===== config.mk =====
export PLATFORM = sky130hd
export DESIGN_NAME = eq_sync_fifo
export DESIGN_NICKNAME = d
export VERILOG_FILES = /design/src/rtl/eq_chk_pkg.sv /design/src/rtl/eq_sync_fifo.sv
export SDC_FILE = /design/constraint.sdc
export NUM_CORES = 1
export LEC_CHECK = 0
export BUFFER_PORTS_ARGS = -buffer_cell sky130_fd_sc_hd__buf_2
export CAP_MARGIN = 20
export CORE_MARGIN = 3
export CORE_UTILIZATION = 40
export DETAILED_ROUTE_END_ITERATION = 7
export GPL_TIMING_DRIVEN = 0
export PLACE_DENSITY = 0.69
export SLEW_MARGIN = 40
export SYNTH_ARGS = -nofsm -noshare
export SYNTH_HDL_FRONTEND = slang
export SYNTH_SLANG_ARGS = --single-unit

===== constraint.sdc =====
create_clock -name clk -period 2.26 [get_ports clk]
set_clock_uncertainty 0.05 [all_clocks]
set_input_delay 0.113 -clock clk [delete_from_list [all_inputs] [get_ports clk]]
set_output_delay 0.113 -clock clk [all_outputs]
set_load 0.01 [all_outputs]

===== src/rtl/eq_chk_pkg.sv =====
// Shared definitions for the stream equivalence checker: FSM state
// encoding, default parameter values and FIFO pointer sizing.
package eq_chk_pkg;

  typedef enum logic [2:0] {
    ST_IDLE  = 3'd0,
    ST_RUN   = 3'd1,
    ST_DRAIN = 3'd2,
    ST_DONE  = 3'd3,
    ST_FAIL  = 3'd4
  } state_e;

  localparam int DEF_DATA_W    = 8;
  localparam int DEF_DEPTH     = 16;
  localparam int DEF_DRAIN_CYC = 10;
  localparam int DEF_CNT_W     = 16;

  // Address bits needed to index DEPTH entries; the FIFO adds one wrap bit.
  function automatic int fifo_ptr_w(input int depth);
    return $clog2(depth);
  endfunction

endpackage


===== src/rtl/eq_sync_fifo.sv =====
// Synchronous first-word-fall-through FIFO. Pointers carry one extra MSB so
// full and empty are distinguishable when the address bits are equal.
// Push while full is only accepted together with a pop (occupancy unchanged).
module eq_sync_fifo
  import eq_chk_pkg::*;
#(
  parameter int W     = 8,
  parameter int DEPTH = 16
) (
  input  logic         clk,
  input  logic         rst,
  input  logic         clr,
  input  logic         push,
  input  logic         pop,
  input  logic [W-1:0] din,
  output logic [W-1:0] dout,
  output logic         empty,
  output logic         full
);

  localparam int AW = fifo_ptr_w(DEPTH);

  logic [W-1:0] mem [DEPTH];
  logic [AW:0]  wr_ptr;
  logic [AW:0]  rd_ptr;
  logic         do_push;
  logic         do_pop;

  assign empty   = (wr_ptr == rd_ptr);
  assign full    = (wr_ptr[AW] != rd_ptr[AW]) && (wr_ptr[AW-1:0] == rd_ptr[AW-1:0]);
  assign do_push = push && (!full || pop);
  assign do_pop  = pop && !empty;
  assign dout    = mem[rd_ptr[AW-1:0]];

  // Pointer update; clr empties the FIFO at the start of a new window.
  always_ff @(posedge clk or posedge rst) begin
    if (rst) begin
      wr_ptr <= '0;
      rd_ptr <= '0;
    end else if (clr) begin
      wr_ptr <= '0;
      rd_ptr <= '0;
    end else begin
      if (do_push) wr_ptr <= wr_ptr + 1'b1;
      if (do_pop)  rd_ptr <= rd_ptr + 1'b1;
    end
  end

  // Storage write; a full push+pop overwrites the slot being read out now.
  always_ff @(posedge clk) begin
    if (do_push) mem[wr_ptr[AW-1:0]] <= din;
  end

endmodule


* After elaboration in Yosys (flattened, before gate mapping) *
Memory sizes are Yosys's and may differ from the RTL's.
Cells that the tools add are included.

operators by class
  reduce and logical (&&, ||, !) cells = 8
  equal/unequal tests = 3
  muxes and demuxes = 6
  add/sub/neg operators = 2

operators by type and width
  kind                   count
  $mux W5                4
  $add A5 B1 Y5 const B  2
  $eq A5 B5 Y1           1
  $eq A4 B4 Y1           1
  $reduce_bool A2 Y1     2
  $logic_and A1 B1 Y1    3
  $logic_not A1 Y1       2
  $mux W1                2
  $logic_or A1 B1 Y1     1
  $ne A1 B1 Y1           1

word-level totals
  bits in writable memories = 128
  bits in registers = 10
  input bits = 13
  output and inout bits = 10
  word-level logic and storage cells = 22
  memories = 1

memories
  name  depth  bits a word  rd ports  clocked after Yosys merged registers in  write ports  RTL line            text
  mem   16     8            1         0                                        1            eq_sync_fifo.sv:23  logic [W-1:0] mem [DEPTH];

* Longest topological paths before layout *
Gate-level depths: netlist of run 1.

  depth after elaboration = 7
  depth in mapped cells = 7
  depth with buffers taken out = 5

* Worst setup path after synthesis of run 1 *
OpenSTA, ideal clock, no wires.

  path type = flip-flop to flip-flop
  from = reg rd_ptr[4]
  to = mem mem[3][0] (enable)
  buffers on the path = 0
  period minus slack after synthesis = 2,139 ps
  library setup time = 383 ps
  data arrival time = 1,705 ps
  path slack = 121 ps
  stages on the path, launching flop included = 5
  data required time = 1,827 ps
  cell sequence = dfrtp_1 -> xnor2_1 -> nor2_1 -> a21o_1 -> nor3_1

on the way
  word-level cells in the longest chain between the ends = 7

RTL lines
  item                           RTL line            text
  start: declaration             eq_sync_fifo.sv:25  logic [AW:0] rd_ptr;
  start signal: assignment       eq_sync_fifo.sv:45  if (do_pop) rd_ptr <= rd_ptr + 1'b1;
  $ne A1 B1 Y1                   eq_sync_fifo.sv:30  assign full = (wr_ptr[AW] != rd_ptr[AW]) && (wr_ptr[AW-1:0] == rd_ptr[AW-1:0]);
  $logic_and A1 B1 Y1            eq_sync_fifo.sv:30
  $logic_not A1 Y1               eq_sync_fifo.sv:31  assign do_push = push && (!full || pop);
  $logic_or A1 B1 Y1             eq_sync_fifo.sv:31
  $logic_and A1 B1 Y1            eq_sync_fifo.sv:31
  $mux W1                        eq_sync_fifo.sv:51  if (do_push) mem[wr_ptr[AW-1:0]] <= din;
  $mux W1 (implied by the code)  eq_sync_fifo.sv:51
  end: declaration               eq_sync_fifo.sv:23

Every way passes these cells.

* Final worst setup path of run 1 *
  from = reg rd_ptr[0]
  to = out dout[1]

on the way
  word-level cells in the longest chain between the ends = 1

RTL lines
  item              RTL line            text
  $mem_v2 Z16 W8    -
  end: declaration  eq_sync_fifo.sv:16  output logic [W-1:0] dout,

Every way passes these cells.

==> results of run 1 <==
## layer usage
metal | GRT usage | part of all wire | vias to the layer above
li1 | - | - | 1279
met1 | 0.231 | 0.47 | 1496
met2 | 0.237 | 0.47 | 80
met3 | 0.0519 | 0.051 | 11
met4 | 0.0445 | 0.0076 | 0
met5 | 0 | 0 | -
## metrics by stage
step | total power, mW | TNS (ps)
3_3_place_gp | 3.71 | -16530
3_5_place_dp | 3.73 | -18640
6_report | 6.80 | -798
5_1_grt | 7.03 | -1610
4_1_cts | 6.79 | -1040
2_1_floorplan | 3.47 | 0
## path summary, 6_finish.rpt
path                       startpoint   endpoint  slack, ps  cells past startpoint
max in group asynchronous         rst  wr_ptr[1]       1710                      3
min                            din[5]  mem[2][5]         40                      1
min in group asynchronous         rst  rd_ptr[3]        170                      3
min reg2reg                 wr_ptr[4]  wr_ptr[4]        550                      2
max reg2reg                 rd_ptr[4]  mem[9][3]        100                      4
max                         rd_ptr[0]    dout[1]       -130                      7
## registers in the layout, indices dropped and copies added (netlist names)
register  flops
mem         128
wr_ptr        5
rd_ptr        5
## worst max-delay path: stages, from the launching register on
cell and delay (ps):
dfrtp_1 370, buf_8 170, buf_12 150, buf_4 110
mux4_2 490, a211oi_2 280, a21oi_2 60, buf_2 170
## placed cells by master (no fill, tap or decap), types with 2 or more instances in the layout
| cell type | synthesis | layout |
|---|---|---|
| edfxtp_1 | 128 | 128 |
| mux4_2 | 32 | 32 |
| buf_2 | 7 | 28 |
| clkbuf_16 | 0 | 18 |
| nor2_1 | 12 | 12 |
| buf_4 | 3 | 11 |
| nor2b_1 | 14 | 10 |
| and3_4 | 0 | 10 |
| dfrtp_1 | 10 | 10 |
| a21oi_1 | 12 | 9 |
| a211oi_2 | 0 | 7 |
| xnor2_1 | 7 | 6 |
| xor2_1 | 5 | 5 |
| mux2i_1 | 10 | 5 |
| ha_1 | 5 | 5 |
| clkbuf_1 | 5 | 4 |
| buf_12 | 0 | 4 |
| bufinv_16 | 0 | 4 |
| clkinv_2 | 0 | 4 |
| nand4_1 | 3 | 3 |
| mux2i_2 | 0 | 3 |
| inv_1 | 3 | 3 |
| clkinvlp_4 | 0 | 3 |
| nand2_1 | 2 | 2 |
| nor2b_4 | 0 | 2 |
| mux2i_4 | 0 | 2 |
| a21oi_2 | 0 | 2 |
| and2_1 | 2 | 2 |
| nor2b_2 | 0 | 2 |
| and3_1 | 12 | 2 |
| clkinv_1 | 0 | 2 |
| dlygate4sd3_1 | 0 | 2 |
## Yosys cell counts (2+ instances only)
library cell and instances:
a211oi_1 8, a21oi_1 12, and2_1 2, and3_1 12, buf_2 7, buf_4 3, clkbuf_1 5, dfrtp_1 10
edfxtp_1 128, ha_1 5, inv_1 3, mux2i_1 10, mux4_2 32, nand2_1 2, nand4_1 3, nor2_1 12
nor2b_1 14, xnor2_1 7, xor2_1 5
## cell type report
| class | count | area [um^2] |
|---|---|---|
| Fill cell | 1053 | 6540 |
| Buffer | 17 | 144 |
| Clock buffer | 18 | 429 |
| Tap cell | 176 | 220 |
| Clock inverter | 14 | 179 |
| Sequential cell | 138 | 4090 |
| Timing Repair Buffer | 37 | 282 |
| Multi-Input combinational cell | 131 | 1610 |
| Inverter | 3 | 11.3 |
## power groups by stage
stage	combinational [mW]	sequential, mW	clock [mW]
2_1_floorplan	0.573	2.90	0
3_3_place_gp	0.810	2.90	0
3_5_place_dp	0.829	2.90	0
4_1_cts	1.09	2.85	2.85
5_1_grt	1.21	2.85	2.97
6_report	1.13	2.85	2.82
## cell families (layout without fill, tap and decap cells)
logic type      after synthesis  after routing  synth area share
mux                          43             43             0.148
buf+inv                      20             89            0.0185
xor+xnor                     12             12            0.0187
fa+ha+maj                     5              5            0.0111
simple gates                 48             48            0.0494
flops                       138            138             0.728
compound gates               23             23            0.0260
## repair_timing
action                     4_1_cts  5_1_grt
cloned                           1        1
setup buffers                   11        0
setup endpoints to repair      122      113
hold endpoints to repair        11        0
pin swaps                        8        4
hold buffers                     2        0
resized for setup               49       14
==> metrics.md, run 1 <==
| Metric | Value |
|---|---|
| Port bufs | `22` |
| Final Instance Area | `about 0.007 mm^2` |
| Placer Congestion | `between 0.7 and 0.8` |
| Switch Pwr | `1.53 mW` |
| Status | `finished, violations left` |
| Routed length per placed instance | `~22 um` |
| CTS clk-pin slew, worst paths | `60 ps` |
| Worst Setup Path Type | `reg -> out` |
| Crit Path Max Fanout | `8` |
| Unrepaired setup endpoints after global routing | `yes` |
| Initial Utilization | `0.416` |
| Top cells by area, synth | `edfxtp_1 (68%), mux4_2 (13%), dfrtp_1 (4.5%)` |
| Seq/Total Area, Yosys | `0.728` |
| Setup violations, final | `8` |
| Power Internal | `about 5.3 mW` |
| Avg Cell Area, Syn | `between 15 and 20 um^2` |
| Worst slew margin | `0.480` |
| Worst Setup End Kind | `output pin` |
| Vias per cell | `between 5 and 6` |
| Worst Slack Setup Final | `-129 ps` |
| Die height | `around 120 um` |
| Max Slew Vio Count | `0` |
| Mapped Cells | `slightly below 300` |
| FP Rows | `42` |
| Clock latency on the worst-skew pair | `about 410 ps` |
| # H-tree levels | `4` |
| Switching part of the total | `0.225` |
| Worst VDD drop | `574 uV` |
| Synth warn | `0` |
| Placed wire-length estimate | `7460 um` |
| Clock share of power | `0.415` |
| Post-synth ARST share | `0.0725` |
| First-pass GRT wire length | `around 18000 um` |
| Final Non-Filler Cells | `roughly 530` |
| Worst path arrival time | `2230 ps` |
| #FFs+latches synth | `between 100 and 150` |
| Number of synthesized flops with an enable pin | `128` |
| Number of global-route vias before repair | `3015` |
| PwrDens | `around 1000 mW/mm^2` |
| WHS | `between 40 and 50 ps` |
| DRC Markers | `0` |
| Comb power frac | `0.166` |
| Die width | `between 100 and 150 um` |
| Max-cap violations | `0` |
| Setup crit start kind | `flip-flop` |
| CTS Sinks | `138` |
| Layout cells sized above 1 | `0.399` |
| Synth area leader | `edfxtp_1` |
| Reg power frac | `0.420` |
| CTS buffer count | `17` |
| Crit path required time | `2100 ps` |
| Die area | `roughly 0.016 mm^2` |
| Area of the core | `between 0.01 and 0.015 mm^2` |
| Min-Delay Path Class | `in -> reg` |
| Number of antenna violations at the first check in global routing | `0` |
| DR iter-0 viols | `320` |
| Post-DP Area | `between 0.005 and 0.006 mm^2` |
| Post-layout min period | `2390 ps` |
| Slew @ Worst Pin | `slightly below 800 ps` |
| Grt total ovfl | `0` |
| Via count | `2866` |
| Root buffer cell | `clkbuf_16` |
| Drt total wl | `roughly 12000 um` |
| Ant. Diodes | `0` |
| P&R area growth vs syn | `24.0%` |
| Final core utilization | `0.516` |
| Cell variety after synth | `28` |
| Dpl cells | `slightly below 500` |
| DR pass1 iterations | `5` |
| Final Hold Fails | `0` |
| Clock Path Buffers | `2` |
| Final period utilization | `1.06` |
| CTS tree | `yes` |
| Synth Flop Type | `edfxtp_1` |
| Violated checks | `setup timing` |
| Leakage | `between 2 and 2.5 nW` |
| Synthesized area | `roughly 0.0056 mm^2` |
| Fmax | `approximately 420 MHz` |
| Place WS | `-251 ps` |
| Yosys top cell area share | `0.684` |
| Fin nets | `about 360` |
| Final ANT Viol Nets | `0` |
| Post-synth net total | `around 310` |
| IO Pins | `23` |
| Pin count of the biggest net entering global routing | `17` |
| Total GRT Usage | `0.161` |
(Power assumes the default switching activity.)
==> run 2: changes to the inputs <==
--- a/config.mk
+++ b/config.mk
@@ -5,6 +5,7 @@
 export SDC_FILE = /design/constraint.sdc
 export NUM_CORES = 1
 export LEC_CHECK = 0
+export ABC_AREA = 1
 export BUFFER_PORTS_ARGS = -buffer_cell sky130_fd_sc_hd__buf_2
 export CAP_MARGIN = 20
 export CORE_MARGIN = 3
==> metrics.md, run 2 <==
| Metric | Value |
|---|---|
| Status | `finished, violations left` |
| Vias per cell | `roughly 5.6` |
| Worst slew margin | `0.489` |
| Largest register FFs | `between 100 and 150` |
| DRC Markers | `0` |
| Total Power | `around 6.4 mW` |
| Die width | `between 100 and 150 um` |
| Violated checks | `setup timing` |
| Fmax | `around 430 MHz` |
| FP Rows | `43` |
| Port bufs | `22` |
| Cell variety after synth | `28` |
| TNS Setup | `-1540 ps` |
| Final Instance Area | `approximately 0.007 mm^2` |
| #FFs+latches synth | `about 140` |
| Clock latency on the worst-skew pair | `approximately 420 ps` |
| Setup crit start kind | `flip-flop` |
| Drt total wl | `around 14000 um` |
| Routed length per placed instance | `between 15 and 20 um` |
| Register area | `about 0.0041 mm^2` |
| Commonest non-fill, non-tap cell in the layout | `edfxtp_1` |
| Final Non-Filler Cells | `721` |
| Worst Setup Path Type | `reg -> reg` |
| Avg Cell Area, Syn | `12.1 um^2` |
| Worst Setup End Kind | `flip-flop` |
| Min-Delay Path Class | `in -> reg` |
| Max-cap violations | `0` |
| Grt total ovfl | `0` |
| Area of the core | `approximately 0.014 mm^2` |
| Final period utilization | `1.04` |
| Yosys top cell area share | `0.662` |
| Worst Slack Setup Final | `-85.0 ps` |
| CTS tree | `yes` |
| Via count | `4037` |
| Die area | `around 0.016 mm^2` |
| Slew @ Worst Pin | `around 760 ps` |
| Layout cells sized above 1 | `0.209` |
| Synth area leader | `edfxtp_1` |
| CTS clk-pin slew, worst paths | `approximately 60 ps` |
| Post-layout min period | `roughly 2300 ps` |
| Number of antenna violations at the first check in global routing | `0` |
| PwrDens | `a little over 900 mW/mm^2` |
| Area of the multi-input gates | `between 0.0015 and 0.002 mm^2` |
| Synthesized area | `0.00580 mm^2` |
| Top cells by area, synth | `edfxtp_1 (66%), o21ai_0 (5.5%), nor2_1 (5.4%)` |
| Max Slew Vio Count | `0` |
| Die height | `roughly 130 um` |
| Crit Path Max Fanout | `10` |
| Synth top cells by count | `edfxtp_1 (128), nor2_1 (84), o21ai_0 (64)` |
| Crit path required time | `about 2300 ps` |
| Pin count of the biggest net entering global routing | `17` |
| CTS buffer count | `17` |
| GR met3 Demand/Resource | `0.0349` |
| Placer Congestion | `slightly below 0.9` |
| DR iter-0 viols | `roughly 390` |
| Mapped Cells | `480` |
| GRT met2 Usage | `0.300` |
| Most frequent cells in the layout | `edfxtp_1 (128), nor2_1 (82), o21ai_0 (59)` |
| Worst path arrival time | `2340 ps` |
| Worst VDD drop | `656 uV` |
| Unrepaired setup endpoints after global routing | `yes` |
| DR pass1 iterations | `5` |
| Final Hold Fails | `0` |
| Ant. Diodes | `0` |
| Setup violations, final | `32` |
| Global routing's busiest layer | `met2` |
| Post-DP Area | `0.00622 mm^2` |
| Synth Flop Type | `edfxtp_1` |
| Post-synth ARST share | `0.0725` |
| Cell with the most instances after synthesis | `edfxtp_1` |
| IO Pins | `23` |
| Met1 Usage GRT | `0.227` |
| Seq/Total Area, Yosys | `0.705` |
| Dpl cells | `a little under 700` |
| Total GRT Usage | `0.177` |
| Root buffer cell | `clkbuf_16` |
| Final ANT Viol Nets | `0` |
| CTS Sinks | `approximately 140` |
| Number of synthesized flops with an enable pin | `128` |
| Initial Utilization | `0.413` |
| Post-synth net total | `roughly 500` |
| First-pass GRT wire length | `around 22000 um` |
| Placed wire-length estimate | `around 9000 um` |
| Clock Path Buffers | `2` |
| P&R area growth vs syn | `21.5%` |
| Leakage | `approximately 2.5 nW` |
| Number of global-route vias before repair | `3999` |
| # H-tree levels | `4` |
| Fin nets | `548` |
| Fill cells | `about 1200` |
| Synth warn | `0` |
run 2: worst paths after layout:
check	start	end	slack (ps)	depth (start not counted)
setup / recovery	rd_ptr[1]	mem[7][4]	-80	9
hold / removal	din[6]	mem[3][6]	50	1
setup reg to reg	rd_ptr[1]	mem[7][4]	-80	9
hold reg to reg	wr_ptr[4]	wr_ptr[4]	530	2
max in group asynchronous	rst	rd_ptr[0]	1690	3
min in group asynchronous	rst	rd_ptr[4]	160	3
run 2: cell type report:
type,instances,share of cell area
Multi-Input combinational cell,297,0.237
Inverter,19,0.0101
Clock inverter,12,0.0250
Buffer,26,0.0261
Sequential cell,138,0.581
Timing Repair Buffer,31,0.0284
Tap cell,180,0.0319
Clock buffer,18,0.0609
run 2: cells by family after synthesis:
family	Yosys count	synth area share
buffers and inverters	45	0.0343
AOI/OAI and AO/OA	96	0.0931
adders and majority gates	5	0.0108
xor gates and xnor gates	7	0.0106
DFF	138	0.705
and+or+nand+nor	189	0.146
run 2: per-layer routing:
layer,share of wire,up-vias
li1,-,1834
met1,0.40,2010
met2,0.51,171
met3,0.068,22
met4,0.018,0
met5,0,-
run 2: power breakdown:
| part | total, mW | internal (mW) | switching, mW |
|---|---|---|---|
| Combinational | 0.713 | 0.230 | 0.483 |
| Clock | 2.85 | 1.83 | 1.02 |
| Sequential | 2.85 | 2.83 | 0.0190 |
run 2: worst max-delay path: stages (launching register included):
cell and delay, ps:
dfrtp_1 380, buf_4 180, inv_2 140, nand2_1 70
nand2_1 80, nor2_2 60, nand4_4 130, nand2_4 70
buf_4 210, nor3_2 590
run 2: stage by stage:
| step | util | setup slack [ps] | hold slack [ps] |
|---|---|---|---|
| CTS | 0.494 | -71.4 | 35.6 |
| finish | 0.502 | -85.0 | 45.5 |
| detailed placement | 0.443 | -79.4 | 74.1 |
| floorplan | - | 141 | -96.8 |
| global placement | 0.437 | -462 | 62.4 |
| global route | 0.502 | -194 | 45.3 |
run 2: repair_timing:
item                                    4_1_cts  5_1_grt
endpoints found under the hold margin        17        0
hold buffers                                  5        0
cloned                                        0        0
resized for setup                            22       37
pin swaps                                     2        7
setup buffers                                 1        3
endpoints found under the setup margin       88      104
==> run 3: changes to the inputs <==
--- a/config.mk
+++ b/config.mk
@@ -12,7 +12,7 @@
 export CORE_UTILIZATION = 40
 export DETAILED_ROUTE_END_ITERATION = 7
 export GPL_TIMING_DRIVEN = 0
-export PLACE_DENSITY = 0.69
+export PLACE_DENSITY = 0.58
 export SLEW_MARGIN = 40
 export SYNTH_ARGS = -nofsm -noshare
 export SYNTH_HDL_FRONTEND = slang
==> metrics.md, run 3 (synthesis results as in run 2) <==
| Metric | Value |
|---|---|
| Status | `finished, final reports clean` |
| Most frequent cells in the layout | `edfxtp_1 (128), nor2_1 (81), o21ai_0 (61)` |
| Worst path max stage delay | `about 470 ps` |
| Die width | `126 um` |
| Ant. Diodes | `0` |
| Worst reg2reg path depth | `9` |
| WHS | `68.8 ps` |
| Met1 Usage GRT | `0.231` |
| Fin nets | `between 500 and 600` |
| Routed length per placed instance | `~19 um` |
| Placer Congestion | `about 0.82` |
| Reg-to-Reg End | `mem[13][5]` |
| CTS tree | `yes` |
| Number of global-route vias before repair | `3848` |
| Via count | `between 3000 and 4000` |
| Switching part of the total | `0.237` |
| Worst Setup Path Type | `reg -> out` |
| FP Rows | `43` |
| Clock share of power | `0.427` |
| Root buffer cell | `clkbuf_16` |
| Reg power frac | `0.454` |
| GRT met2 Usage | `0.289` |
| CP top delay family | `buffers and inverters` |
| Worst slew margin | `0.665` |
| Crit Path Max Fanout | `10` |
| Layout cells sized above 1 | `0.212` |
| DR iter-0 viols | `~310` |
| Number of antenna violations at the first check in global routing | `0` |
| TNS Setup | `0 ps` |
| PwrDens | `between 800 and 900 mW/mm^2` |
| Final Instance Area | `between 0.007 and 0.008 mm^2` |
| Crit path required time | `about 2100 ps` |
| Final ANT Viol Nets | `0` |
| Worst VDD drop | `660 uV` |
| Reg2reg start | `rd_ptr[1]` |
| Hold path start | `din[7]` |
| Worst Setup End Kind | `output pin` |
| Leakage | `approximately 2.6 nW` |
| CTS buffer count | `17` |
| Grt total ovfl | `0` |
| Setup violations, final | `0` |
| Crit-path cells | `inv_2 > buf_8 > buf_8 > nor2_1 > o211ai_1 > nand3_2 > nand3_2 > buf_2` |
| Pin count of the biggest net entering global routing | `17` |
| Placed wire-length estimate | `slightly above 9000 um` |
| Worst path arrival time | `a little over 2000 ps` |
| Area of the core | `approximately 0.014 mm^2` |
| CTS Sinks | `between 100 and 150` |
| Min-Delay Path Class | `in -> reg` |
| Comb power frac | `0.119` |
| Dpl cells | `between 600 and 700` |
| Fmax | `around 460 MHz` |
| Final Non-Filler Cells | `~730` |
| Final period utilization | `0.971` |
| Unrepaired setup endpoints after global routing | `yes` |
| Switch Pwr | `between 1 and 1.5 mW` |
| Commonest non-fill, non-tap cell in the layout | `edfxtp_1` |
| Hold EP | `mem[4][7]` |
| Final Hold Fails | `0` |
| Setup crit start kind | `flip-flop` |
| IO Pins | `23` |
| CTS clk-pin slew, worst paths | `60 ps` |
| DR pass1 iterations | `5` |
| Clock latency on the worst-skew pair | `420 ps` |
| Power Internal | `around 4.8 mW` |
| Max-cap violations | `0` |
| Buffer and inverter count on the worst path | `4` |
| Post-layout min period | `2190 ps` |
| P&R area growth vs syn | `23.0%` |
| Die area | `~0.016 mm^2` |
| First-pass GRT wire length | `21200 um` |
| Post-DP Area | `slightly above 0.006 mm^2` |
| Max Slew Vio Count | `0` |
| Port bufs | `22` |
| Clock Path Buffers | `2` |
| Slew @ Worst Pin | `501 ps` |
| Die height | `126 um` |
| CP max-delay cell | `dfrtp_2` |
| DRC Markers | `0` |
| Drt total wl | `about 14000 um` |
| # H-tree levels | `4` |
| Hold depth | `1` |
| R2r setup slk | `100 ps` |
| Initial Utilization | `0.413` |
| Total GRT Usage | `0.179` |
| Vias per cell | `approximately 5.4` |
| Largest register FFs | `around 130` |
| GR met3 Demand/Resource | `0.0429` |
| Global routing's busiest layer | `met2` |
| Fill cells | `1200` |
==> run 3: changes by cell type in the layout (fill, tap and decap cells not counted), moves of 2 or more <==
cell	before	now
clkinvlp_4	2	0
buf_12	1	3
o21ai_0	59	61
buf_8	0	3
o21ai_1	5	2
nor3_2	4	0
nor3_4	11	15
clkinv_4	3	0
clkinv_1	2	8
==> run 3: timing repair <==
action,in CTS,in global routing
setup endpoints to repair,104,56
endpoints found under the hold margin,20,0
buffers inserted,0,6
hold buffers,5,0
gates cloned,0,1
pin swaps,3,15
gates resized for setup,37,39
==> run 3: layout make-up <==
class                           count  area [um^2]  share of cell area
Clock buffer                       19          433              0.0607
Sequential cell                   138         4100               0.574
Clock inverter                     13          133              0.0186
Buffer                             26          213              0.0298
Tap cell                          180          225              0.0316
Inverter                           19         73.8              0.0103
Multi-Input combinational cell    297         1720               0.241
Timing Repair Buffer               34          248              0.0347
==> run 3: worst max path at each step <==
stage | startpoint | to | slack [ps] | cells after the start
6_report | rd_ptr[0] | dout[1] | 70 | 8
5_1_grt | rd_ptr[0] | dout[1] | -60 | 8
4_1_cts | rd_ptr[0] | dout[1] | -60 | 8
3_5_place_dp | rd_ptr[1] | mem[15][2] | -140 | 9
3_3_place_gp | rd_ptr[1] | mem[10][2] | -480 | 9
2_1_floorplan | rd_ptr[1] | mem[10][0] | 140 | 9
==> run 3: layer usage <==
layer	up-vias	share of wire
li1	1847	-
met1	1931	0.43
met2	112	0.49
met3	23	0.056
met4	0	0.019
met5	-	0
==> run 3: per-stage QoR <==
| stage | utilization | power (mW) | setup slack [ps] |
|---|---|---|---|
| 3_5_place_dp | 0.442 | 3.54 | -138 |
| 5_1_grt | 0.508 | 6.50 | -58.1 |
| 3_3_place_gp | 0.437 | 3.52 | -481 |
| 2_1_floorplan | - | 3.27 | 141 |
| 6_report | 0.508 | 6.27 | 65.5 |
| 4_1_cts | 0.495 | 6.25 | -62.8 |
==> run 3: power by group through the flow <==
stage	logic, mW	clock network [mW]	registers, mW
floorplan	0.377	0	2.89
global placement	0.626	0	2.90
detailed placement	0.638	0	2.90
CTS	0.683	2.73	2.85
global route	0.819	2.84	2.85
finish	0.746	2.67	2.85
